[src/rtl/bcd_seg_mux.sv]
// rtl/bcd_seg_mux.sv - two-digit multiplexed seven-segment driver for packed BCD
module bcd_seg_mux #(
    parameter int REFRESH_DIV  = 1000,
    parameter bit COMMON_ANODE = 1'b0
) (
    input  logic       clk,
    input  logic       reset,
    input  logic [7:0] bcd_in,
    input  logic       load,
    input  logic       blank_lz,
    output logic [6:0] seg,
    output logic [1:0] an,
    output logic       err
);

    localparam int CW = (REFRESH_DIV > 1) ? $clog2(REFRESH_DIV) : 1;
    localparam logic [CW-1:0] CNT_LAST = CW'(REFRESH_DIV - 1);

    typedef enum logic [1:0] {
        S_UNITS = 2'd0,
        S_GAP0  = 2'd1,
        S_TENS  = 2'd2,
        S_GAP1  = 2'd3
    } state_t;

    state_t          r_state;
    state_t          w_state_next;
    logic [CW-1:0]   r_cnt;
    logic [CW-1:0]   w_cnt_next;
    logic [7:0]      r_pending;
    logic            r_pend_v;
    logic [7:0]      r_active;
    logic [7:0]      w_active_next;
    logic            w_frame_edge;
    logic [6:0]      r_seg;
    logic [1:0]      r_an;
    logic            r_err;
    logic [6:0]      w_seg_next;
    logic [1:0]      w_an_next;
    logic            w_err_next;

    // Segment pattern (g..a) for one nibble; non-BCD values show a dash.
    function automatic logic [6:0] decode(input logic [3:0] nib);
        logic [6:0] pat;
        case (nib)
            4'd0:    pat = 7'h3F;
            4'd1:    pat = 7'h06;
            4'd2:    pat = 7'h5B;
            4'd3:    pat = 7'h4F;
            4'd4:    pat = 7'h66;
            4'd5:    pat = 7'h6D;
            4'd6:    pat = 7'h7D;
            4'd7:    pat = 7'h07;
            4'd8:    pat = 7'h7F;
            4'd9:    pat = 7'h6F;
            default: pat = 7'h40;
        endcase
        return pat;
    endfunction

    // The only edge where the displayed pair may change: leaving GAP1.
    assign w_frame_edge = (r_state == S_GAP1);

    // Pick the word shown for the next frame; a load on the frame edge bypasses the pending register.
    always_comb begin
        w_active_next = r_active;
        if (w_frame_edge) begin
            if (load) begin
                w_active_next = bcd_in;
            end else if (r_pend_v) begin
                w_active_next = r_pending;
            end
        end
    end

    // Capture loads (last one wins); the frame edge consumes whatever was pending.
    always_ff @(posedge clk or negedge reset) begin
        if (!reset) begin
            r_pending <= 8'h00;
            r_pend_v  <= 1'b0;
        end else begin
            if (load) begin
                r_pending <= bcd_in;
            end
            if (w_frame_edge) begin
                r_pend_v <= 1'b0;
            end else if (load) begin
                r_pend_v <= 1'b1;
            end
        end
    end

    // State, slot counter and displayed word advance together.
    always_ff @(posedge clk or negedge reset) begin
        if (!reset) begin
            r_state  <= S_GAP1;
            r_cnt    <= '0;
            r_active <= 8'h00;
        end else begin
            r_state  <= w_state_next;
            r_cnt    <= w_cnt_next;
            r_active <= w_active_next;
        end
    end

    // Fixed frame sequence: UNITS (N cycles), GAP0, TENS (N cycles), GAP1.
    always_comb begin
        w_state_next = r_state;
        w_cnt_next   = '0;
        case (r_state)
            S_UNITS: begin
                if (r_cnt == CNT_LAST) begin
                    w_state_next = S_GAP0;
                end else begin
                    w_cnt_next = r_cnt + CW'(1);
                end
            end
            S_GAP0:  w_state_next = S_TENS;
            S_TENS: begin
                if (r_cnt == CNT_LAST) begin
                    w_state_next = S_GAP1;
                end else begin
                    w_cnt_next = r_cnt + CW'(1);
                end
            end
            default: w_state_next = S_UNITS;
        endcase
    end

    // Output values for the upcoming state, so the pins change on the same edge as the state.
    always_comb begin
        w_seg_next = 7'h00;
        w_an_next  = 2'b00;
        w_err_next = (w_active_next[7:4] > 4'd9) | (w_active_next[3:0] > 4'd9);
        case (w_state_next)
            S_UNITS: begin
                w_an_next  = 2'b01;
                w_seg_next = decode(w_active_next[3:0]);
            end
            S_TENS: begin
                if (!(blank_lz && (w_active_next[7:4] == 4'd0))) begin
                    w_an_next  = 2'b10;
                    w_seg_next = decode(w_active_next[7:4]);
                end
            end
            default: begin
                w_an_next  = 2'b00;
                w_seg_next = 7'h00;
            end
        endcase
    end

    // Registered outputs in logical polarity.
    always_ff @(posedge clk or negedge reset) begin
        if (!reset) begin
            r_seg <= 7'h00;
            r_an  <= 2'b00;
            r_err <= 1'b0;
        end else begin
            r_seg <= w_seg_next;
            r_an  <= w_an_next;
            r_err <= w_err_next;
        end
    end

    assign seg = COMMON_ANODE ? ~r_seg : r_seg;
    assign an  = COMMON_ANODE ? ~r_an  : r_an;
    assign err = r_err;

endmodule
[config.mk]
export PLATFORM = sky130hd
export DESIGN_NAME = bcd_seg_mux
export DESIGN_NICKNAME = d
export VERILOG_FILES = /design/src/rtl/bcd_seg_mux.sv
export SDC_FILE = /design/constraint.sdc
export NUM_CORES = 1
export LEC_CHECK = 0
export CAP_MARGIN = 10
export CELL_PAD_IN_SITES_DETAIL_PLACEMENT = 1
export CELL_PAD_IN_SITES_GLOBAL_PLACEMENT = 1
export CORE_UTILIZATION = 45
export CTS_BUF_LIST = sky130_fd_sc_hd__clkbuf_8 sky130_fd_sc_hd__clkbuf_16
export CTS_CLUSTER_DIAMETER = 60
export DETAILED_ROUTE_END_ITERATION = 7
export HOLD_SLACK_MARGIN = 0.15
export PLACE_DENSITY = 0.92
export SETUP_SLACK_MARGIN = 0.5
export SLEW_MARGIN = 10
export SYNTH_ARGS = -nofsm -noshare
export SYNTH_HDL_FRONTEND = slang
export SYNTH_SLANG_ARGS = --single-unit
[constraint.sdc]
create_clock -name clk -period 7.3 [get_ports clk]
set_input_delay 0.73 -clock clk [delete_from_list [all_inputs] [get_ports clk]]
set_output_delay 0.73 -clock clk [all_outputs]
set_load 0.005 [all_outputs]
==> results of run 1 <==
==> worst register-to-register path, delay by kind of cell, from the launching register on <==
kind,cells,cell delay (ns)
AO/OA/AOI/OAI,4,1.12
adder cells (fa/ha/maj),2,0.81
flip-flops,1,0.57
buffers and inverters,2,0.41
multiplexers,1,0.16
==> cells by family (layout without fill, tap and decap cells) <==
| family | after synthesis | after routing | share of synthesized area, % |
|---|---|---|---|
| AND/OR/NAND/NOR | 68 | 68 | 17.10 |
| multiplexers | 10 | 10 | 5.397 |
| XOR/XNOR | 8 | 8 | 3.396 |
| buffers and inverters | 16 | 41 | 3.153 |
| adder cells (fa/ha/maj) | 15 | 15 | 9.096 |
| flip-flops | 39 | 39 | 47.42 |
| AO/OA/AOI/OAI | 41 | 41 | 14.43 |
==> cell usage after synthesis (all sizes together), types with 5 or more instances <==
cell type	number
a21oi	10
dfrtp	37
ha	15
inv	12
mux2	9
nand2	7
nand3	6
nor2	31
o21ai	9
xnor2	5
==> area by class of cell <==
type	instances	area [µm²]
Timing Repair Buffer	21	205.2
Multi-Input combinational cell	142	1020
Clock buffer	6	82.58
Sequential cell	39	978.4
Fill cell	484	1979
Inverter	12	45.04
Clock inverter	2	8.758
Tap cell	52	65.06
==> metal layers <==
layer	routed length [µm]	track usage, %	up-vias	share of wire (%)
met3	150	4.506	8	3.0
met4	83	8.222	0	1.7
li1	-	-	734	-
met5	0	0	-	0
met2	2458	38.19	28	50
met1	2238	29.48	776	45
==> flip-flops by register name, summed over array words and instances, names as in the netlist <==
register   cells
r_active       8
r_pending      8
r_state        2
an             2
r_cnt         10
seg            7
r_pend_v       1
err            1
==> per-stage QoR <==
stage | instances | instance area, µm² | util (%) | setup slack [ns]
finish | 274 | 2405 | 54.85 | 3.983
global route | 274 | 2405 | 54.85 | 3.770
CTS | 274 | 2405 | 54.85 | 4.000
detailed placement | 266 | 2313 | 52.77 | 3.657
global placement | 266 | 2313 | 52.77 | 3.717
floorplan | 197 | 2063 | - | 4.965
==> final timing paths <==
path | to | startpoint | depth (start not counted) | slack (ns)
worst min register to register | r_pending[2]$_DFFE_PN0P_ | r_pending[2]$_DFFE_PN0P_ | 1 | 0.50
max in group asynchronous | an[0]$_DFF_PN0_ | reset | 1 | 6.21
worst min-delay path | r_pending[2]$_DFFE_PN0P_ | r_pending[2]$_DFFE_PN0P_ | 1 | 0.50
worst max-delay path | seg[0]$_DFF_PN0_ | load | 9 | 3.98
worst max register to register | seg[0]$_DFF_PN0_ | r_state[0]$_DFF_PN1_ | 9 | 4.12
min in group asynchronous | seg[0]$_DFF_PN0_ | reset | 1 | 0.55
==> report_power, final <==
part / switching, µW / internal (µW) / leakage, µW
combinational: 13.1 / 12.0 / 0.000562
clock: 75.6 / 74.8 / 0.0000524
sequential: 2.76 / 221 / 0.000460
total: 91.4 / 308 / 0.00107
==> run_summary.xml, run 1 <==
<?xml version="1.0" encoding="UTF-8"?>
<metrics>
  <group name="outcome">
    <metric name="result_of_the_run" unit="">complete, no violations</metric>
  </group>
  <group name="clock_network">
    <metric name="cts.clk_slew.worst_paths" unit="ns">0.08</metric>
    <metric name="worst_skew_pair.late_latency" unit="ns">0.30</metric>
    <metric name="numCtsBuffers" unit="">5</metric>
    <metric name="post_cts_resize_count" unit="">0</metric>
    <metric name="clock_sinks" unit="">39</metric>
    <metric name="cts_max_level" unit="">2</metric>
    <metric name="postCtsSetupBuffers" unit="">0</metric>
    <metric name="clk_path_buf_depth" unit="">2</metric>
    <metric name="clk_root_buffer_cell" unit="">sky130_fd_sc_hd__clkbuf_8</metric>
    <metric name="cts_tree" unit="">built</metric>
    <metric name="hold_buffers" unit="">0</metric>
  </group>
  <group name="floorplan">
    <metric name="die_w" unit="µm">69.71</metric>
    <metric name="num_io_pins" unit="">22</metric>
    <metric name="row_count" unit="">24</metric>
    <metric name="chipHeight" unit="µm">69.71</metric>
    <metric name="die_area" unit="µm²">4859</metric>
    <metric name="placeableCoreArea" unit="µm²">4384</metric>
    <metric name="effective_utilization_at_floorplan" unit="%">47.06</metric>
  </group>
  <group name="sta">
    <metric name="grt_setup_unrepaired" unit="">false</metric>
    <metric name="clock-skew-final" unit="ns">0.008933</metric>
    <metric name="maxClockFrequency" unit="GHz">0.3015</metric>
    <metric name="finalCritPeriodShare" unit="%">45.44</metric>
    <metric name="holdWs" unit="ns">0.5041</metric>
    <metric name="report.final.setup_viol" unit="">0</metric>
    <metric name="finalCriticalPeriod" unit="ns">3.317</metric>
    <metric name="max_slew.worst_pin.slew" unit="ns">0.8709</metric>
    <metric name="hold_viol_final" unit="">0</metric>
    <metric name="final.setup.tns" unit="ns">0</metric>
    <metric name="final_max_slew_viol_count" unit="">0</metric>
    <metric name="timing.max_slew.rel_slack" unit="%">41.94</metric>
  </group>
  <group name="logic_synthesis">
    <metric name="syn-mean-instance-area" unit="µm²">10.47</metric>
    <metric name="synth.distinct_cells" unit="">47</metric>
    <metric name="synth.ff_latch_count" unit="">39</metric>
    <metric name="netlist_area" unit="µm²">2063</metric>
    <metric name="synth_area_leaders" unit="">sky130_fd_sc_hd__dfrtp_1, sky130_fd_sc_hd__ha_1, sky130_fd_sc_hd__nor2_1</metric>
    <metric name="number_of_synthesized_flops_with_an_enable_pin" unit="">0</metric>
    <metric name="synth-async-reset-ratio" unit="%">100.0</metric>
    <metric name="synth_cells" unit="">197</metric>
    <metric name="sequential_cell_area_fraction_in_the_yosys_report" unit="%">47.42</metric>
    <metric name="prevailing_post_synth_register_cell" unit="">sky130_fd_sc_hd__dfrtp_1</metric>
    <metric name="synth_top_area_share" unit="%">44.88</metric>
    <metric name="yosys.area.top_type" unit="">sky130_fd_sc_hd__dfrtp_1</metric>
    <metric name="warning_count_from_the_yosys_run" unit="">0</metric>
    <metric name="net_count_of_the_mapped_netlist" unit="">224</metric>
  </group>
  <group name="drt">
    <metric name="antenna_violating_nets_left" unit="">0</metric>
    <metric name="vias" unit="">1546</metric>
    <metric name="drcViolationCount" unit="">0</metric>
    <metric name="drt_iter0_markers" unit="">115</metric>
    <metric name="viasPerCell" unit="">5.642</metric>
    <metric name="totalWireLength" unit="µm">4930</metric>
    <metric name="avg_wl_per_cell" unit="µm">17.99</metric>
    <metric name="dr_pass1_iterations" unit="">4</metric>
  </group>
  <group name="finish">
    <metric name="final_common_cell" unit="">sky130_fd_sc_hd__dfrtp_1</metric>
    <metric name="antennaDiodeCount" unit="">0</metric>
    <metric name="layout_common_cells" unit="">sky130_fd_sc_hd__dfrtp_1, sky130_fd_sc_hd__nor2_1, sky130_fd_sc_hd__clkdlybuf4s50_1</metric>
    <metric name="syn_to_final_growth" unit="%">16.56</metric>
    <metric name="drive_above_1_share" unit="%">13.51</metric>
    <metric name="final_net_count" unit="">248</metric>
  </group>
  <group name="worst_hold_path">
    <metric name="hold_path_class" unit="">reg2reg</metric>
  </group>
  <group name="global_route">
    <metric name="grt_util_all_layers" unit="%">22.83</metric>
    <metric name="grt_pass1_wl" unit="µm">8487</metric>
    <metric name="number_of_global_route_vias_before_repair" unit="">1672</metric>
    <metric name="grt_max_degree" unit="">40</metric>
    <metric name="antenna_found_initial" unit="">0</metric>
    <metric name="global_route.overflow_total" unit="">0</metric>
  </group>
  <group name="power_and_ir_drop">
    <metric name="power_per_cell_area" unit="nW/µm²">166.0</metric>
    <metric name="total_power_consumption" unit="µW">399.1</metric>
    <metric name="leakage" unit="µW">0.001074</metric>
    <metric name="vdd_drop_max" unit="µV">93.85</metric>
  </group>
  <group name="place">
    <metric name="gpl.final_weighted_congestion" unit="">0.8934</metric>
    <metric name="numPortBuffers" unit="">21</metric>
    <metric name="hpwl" unit="µm">3420</metric>
  </group>
  <group name="critical_path">
    <metric name="cpMaxStageDelayCell" unit="">sky130_fd_sc_hd__clkdlybuf4s50_1</metric>
    <metric name="cp-end-kind" unit="">flop</metric>
    <metric name="critical_path_peak_fanout" unit="">17</metric>
    <metric name="crit_chain" unit="">clkdlybuf4s50_1 -&gt; and2_1 -&gt; a221oi_1 -&gt; inv_1 -&gt; ha_1 -&gt; a21oi_1 -&gt; mux2_2 -&gt; a21oi_1 -&gt; a211oi_1</metric>
    <metric name="critical_path.most_common_cell" unit="">sky130_fd_sc_hd__a21oi_1</metric>
    <metric name="worst_path_required" unit="ns">7.49</metric>
    <metric name="critical_path.max_stage_delay" unit="ns">0.74</metric>
    <metric name="path_buf_inv" unit="">2</metric>
    <metric name="start_kind" unit="">input pin</metric>
    <metric name="crit_type" unit="">in2reg</metric>
    <metric name="arrival" unit="ns">3.50</metric>
    <metric name="critPathTopFamily" unit="">compound AO/OA/AOI/OAI gates</metric>
  </group>
  <group name="flow_run">
    <metric name="maxCapViolCount" unit="">0</metric>
  </group>
</metrics>
Power figures use the tool's default switching activity.
==> run 2, diff against run 1 <==
--- a/config.mk
+++ b/config.mk
@@ -8,12 +8,12 @@
 export CAP_MARGIN = 10
 export CELL_PAD_IN_SITES_DETAIL_PLACEMENT = 1
 export CELL_PAD_IN_SITES_GLOBAL_PLACEMENT = 1
-export CORE_UTILIZATION = 45
+export CORE_UTILIZATION = 40
 export CTS_BUF_LIST = sky130_fd_sc_hd__clkbuf_8 sky130_fd_sc_hd__clkbuf_16
 export CTS_CLUSTER_DIAMETER = 60
 export DETAILED_ROUTE_END_ITERATION = 7
 export HOLD_SLACK_MARGIN = 0.15
-export PLACE_DENSITY = 0.92
+export PLACE_DENSITY = 0.87
 export SETUP_SLACK_MARGIN = 0.5
 export SLEW_MARGIN = 10
 export SYNTH_ARGS = -nofsm -noshare
==> constraint.sdc (replaced) <==
create_clock -name clk -period 2.85 [get_ports clk]
set_input_delay 0.285 -clock clk [delete_from_list [all_inputs] [get_ports clk]]
set_output_delay 0.285 -clock clk [all_outputs]
set_load 0.005 [all_outputs]
==> run 2 against run 1 <==
Combinational power increased to 2.9 times the previous value. Sequential share of layout area decreased by 2.8 points. Final area increased by 7.3%. Hold slack improved by 0.0058 ns. Sequential power increased to 2.6 times the previous value. First-iteration DRC count decreased by 43%.
==> run_summary.xml, run 2 (synthesis gave the netlist of run 1 again) <==
<?xml version="1.0" encoding="UTF-8"?>
<metrics>
  <group name="place">
    <metric name="hpwl" unit="µm">3393</metric>
    <metric name="dpl_worst_slack" unit="ns">-0.02954</metric>
    <metric name="numPortBuffers" unit="">21</metric>
    <metric name="gpl.final_weighted_congestion" unit="">0.8321</metric>
    <metric name="place_inst" unit="">289</metric>
    <metric name="dpl-instance-area" unit="µm²">2392</metric>
  </group>
  <group name="critical_path">
    <metric name="cpMaxStageDelayCell" unit="">sky130_fd_sc_hd__dfstp_2</metric>
    <metric name="critical_path_peak_fanout" unit="">7</metric>
    <metric name="cp-end-kind" unit="">flop</metric>
    <metric name="rr_worst_depth" unit="">9</metric>
    <metric name="start_kind" unit="">flop</metric>
    <metric name="arrival" unit="ns">2.56</metric>
    <metric name="crit_type" unit="">reg2reg</metric>
    <metric name="critical_path.max_stage_delay" unit="ns">0.58</metric>
    <metric name="worst_path_required" unit="ns">3.05</metric>
    <metric name="crit_chain" unit="">ha_4 -&gt; nor2b_2 -&gt; a31o_1 -&gt; a221oi_4 -&gt; inv_2 -&gt; ha_1 -&gt; o21ai_1 -&gt; o21ai_0 -&gt; a211oi_1</metric>
    <metric name="worst-r2r-setup-slack" unit="ns">0.48</metric>
    <metric name="timing.rr.start" unit="">r_state[0]$_DFF_PN1_</metric>
    <metric name="crit-reg2reg-capture" unit="">seg[6]$_DFF_PN0_</metric>
  </group>
  <group name="global_route">
    <metric name="grt_util_all_layers" unit="%">21.62</metric>
    <metric name="antenna_found_initial" unit="">0</metric>
    <metric name="grt_max_degree" unit="">40</metric>
    <metric name="global_route.overflow_total" unit="">0</metric>
    <metric name="grt_pass1_wl" unit="µm">8673</metric>
    <metric name="number_of_global_route_vias_before_repair" unit="">1714</metric>
  </group>
  <group name="clock_network">
    <metric name="cts_max_level" unit="">2</metric>
    <metric name="numCtsBuffers" unit="">5</metric>
    <metric name="cts_tree" unit="">built</metric>
    <metric name="clock_sinks" unit="">39</metric>
    <metric name="cts.clk_slew.worst_paths" unit="ns">0.08</metric>
    <metric name="clk_root_buffer_cell" unit="">sky130_fd_sc_hd__clkbuf_8</metric>
    <metric name="clk_path_buf_depth" unit="">2</metric>
    <metric name="worst_skew_pair.late_latency" unit="ns">0.30</metric>
  </group>
  <group name="sta">
    <metric name="max_slew.worst_pin.slew" unit="ns">0.9283</metric>
    <metric name="report.final.setup_viol" unit="">0</metric>
    <metric name="timing.max_slew.rel_slack" unit="%">38.11</metric>
    <metric name="final_max_slew_viol_count" unit="">0</metric>
    <metric name="maxClockFrequency" unit="GHz">0.4227</metric>
    <metric name="hold_viol_final" unit="">0</metric>
    <metric name="holdWs" unit="ns">0.5100</metric>
    <metric name="finalCriticalPeriod" unit="ns">2.366</metric>
    <metric name="clock-skew-final" unit="ns">0.008023</metric>
    <metric name="finalCritPeriodShare" unit="%">83.00</metric>
    <metric name="grt_setup_unrepaired" unit="">true</metric>
    <metric name="post_layout_worst_setup_margin" unit="ns">0.4844</metric>
  </group>
  <group name="drt">
    <metric name="drcViolationCount" unit="">0</metric>
    <metric name="avg_wl_per_cell" unit="µm">16.84</metric>
    <metric name="antenna_violating_nets_left" unit="">0</metric>
    <metric name="drt_iter0_markers" unit="">66</metric>
    <metric name="viasPerCell" unit="">5.377</metric>
    <metric name="vias" unit="">1640</metric>
    <metric name="dr_pass1_iterations" unit="">4</metric>
    <metric name="totalWireLength" unit="µm">5137</metric>
  </group>
  <group name="finish">
    <metric name="antennaDiodeCount" unit="">0</metric>
    <metric name="area.sequential" unit="µm²">978.4</metric>
    <metric name="drive_above_1_share" unit="%">22.69</metric>
    <metric name="largest_registers" unit="">r_cnt: 10 flops, r_active: 8 flops, r_pending: 8 flops</metric>
    <metric name="final_design_area_no_fill" unit="µm²">2580</metric>
    <metric name="final_common_cell" unit="">sky130_fd_sc_hd__dfrtp_1</metric>
    <metric name="final-instance-count-excl-fill" unit="">305</metric>
    <metric name="postLayoutCoreUtil" unit="%">53.21</metric>
    <metric name="multi_input_area" unit="µm²">1064</metric>
    <metric name="fillCellCount" unit="">541</metric>
    <metric name="syn_to_final_growth" unit="%">25.05</metric>
    <metric name="layout_common_cells" unit="">sky130_fd_sc_hd__dfrtp_1, sky130_fd_sc_hd__nor2_1, sky130_fd_sc_hd__clkdlybuf4s50_1</metric>
    <metric name="largest-register" unit="">r_cnt</metric>
    <metric name="largest_reg_flops" unit="">10</metric>
    <metric name="final_net_count" unit="">264</metric>
  </group>
  <group name="flow_run">
    <metric name="maxCapViolCount" unit="">0</metric>
  </group>
  <group name="power_and_ir_drop">
    <metric name="clkPwrFrac" unit="%">36.3</metric>
    <metric name="power_per_cell_area" unit="nW/µm²">392.9</metric>
    <metric name="vdd_drop_max" unit="µV">184.0</metric>
    <metric name="total_switching_power" unit="µW">243.9</metric>
    <metric name="power.combinational.fraction" unit="%">7.2</metric>
    <metric name="leakage" unit="µW">0.001142</metric>
    <metric name="p_int" unit="µW">769.6</metric>
    <metric name="p_sw_share" unit="%">24.07</metric>
    <metric name="power.sequential.fraction" unit="%">56.4</metric>
  </group>
  <group name="worst_hold_path">
    <metric name="worstHoldEndpoint" unit="">r_cnt[0]$_DFF_PN0_</metric>
    <metric name="hold_path_class" unit="">reg2reg</metric>
    <metric name="hold_start" unit="">r_cnt[0]$_DFF_PN0_</metric>
    <metric name="holdPathStages" unit="">1</metric>
  </group>
  <group name="outcome">
    <metric name="result_of_the_run" unit="">complete, no violations</metric>
  </group>
  <group name="floorplan">
    <metric name="row_count" unit="">25</metric>
    <metric name="die_w" unit="µm">73.82</metric>
    <metric name="effective_utilization_at_floorplan" unit="%">42.55</metric>
    <metric name="die_area" unit="µm²">5449</metric>
    <metric name="placeableCoreArea" unit="µm²">4848</metric>
    <metric name="chipHeight" unit="µm">73.82</metric>
    <metric name="num_io_pins" unit="">22</metric>
  </group>
</metrics>
==> run 2: worst max-delay path by stage <==
stage | end | start | cells past startpoint
6_report | seg[6]$_DFF_PN0_ | r_state[0]$_DFF_PN1_ | 9
5_1_grt | seg[6]$_DFF_PN0_ | r_state[0]$_DFF_PN1_ | 9
4_1_cts | seg[0]$_DFF_PN0_ | r_state[0]$_DFF_PN1_ | 9
3_5_place_dp | seg[6]$_DFF_PN0_ | load | 9
3_3_place_gp | seg[6]$_DFF_PN0_ | load | 9
2_1_floorplan | seg[5]$_DFF_PN0_ | r_state[0]$_DFF_PN1_ | 10
==> run 2: final cells by class <==
type                            count  area share (%)
Multi-Input combinational cell    142           41.22
Sequential cell                    39           37.92
Timing Repair Buffer               37           12.56
Tap cell                           67           3.249
Clock buffer                        5           2.667
Inverter                           12           1.746
Clock inverter                      3          0.6305
==> run 2: per-layer routing <==
layer  track usage (%)  up-vias  share of wire [%]
li1                  -      772                  -
met1             28.35      834                 45
met2             35.37       26                 50
met3             4.801        8                3.1
met4             7.051        0                1.7
met5                 0        -                  0
==> run 2: worst max-delay path, delay by kind of cell (launching register included) <==
family | cells | cell delay [ns]
simple gates | 1 | 0.06
buf+inv | 1 | 0.11
compound gates | 5 | 1.12
fa+ha+maj | 2 | 0.41
flops | 1 | 0.58
==> run 2: power groups by stage <==
stage / Sequential, µW / Combinational, µW / Clock, µW
floorplan: 581 / 30.4 / 0
global placement: 582 / 67.9 / 0
detailed placement: 583 / 70.5 / 0
CTS: 572 / 73.0 / 380
global route: 574 / 81.1 / 401
finish: 572 / 73.4 / 368
==> run 2: timing repair <==
item	CTS	global route
setup endpoints to repair	9	8
resized for setup	8	8
setup buffers	6	1
hold buffers	1	0
pin swaps	3	9
endpoints found under the hold margin	30	0
==> run 2: through the flow <==
stage | power [µW] | TNS, ns
after floorplan | 611.0 | 0
after global placement | 650.0 | 0
after detailed placement | 653.6 | -0.02954
after CTS | 1025 | 0
after global routing | 1056 | 0
final | 1014 | 0
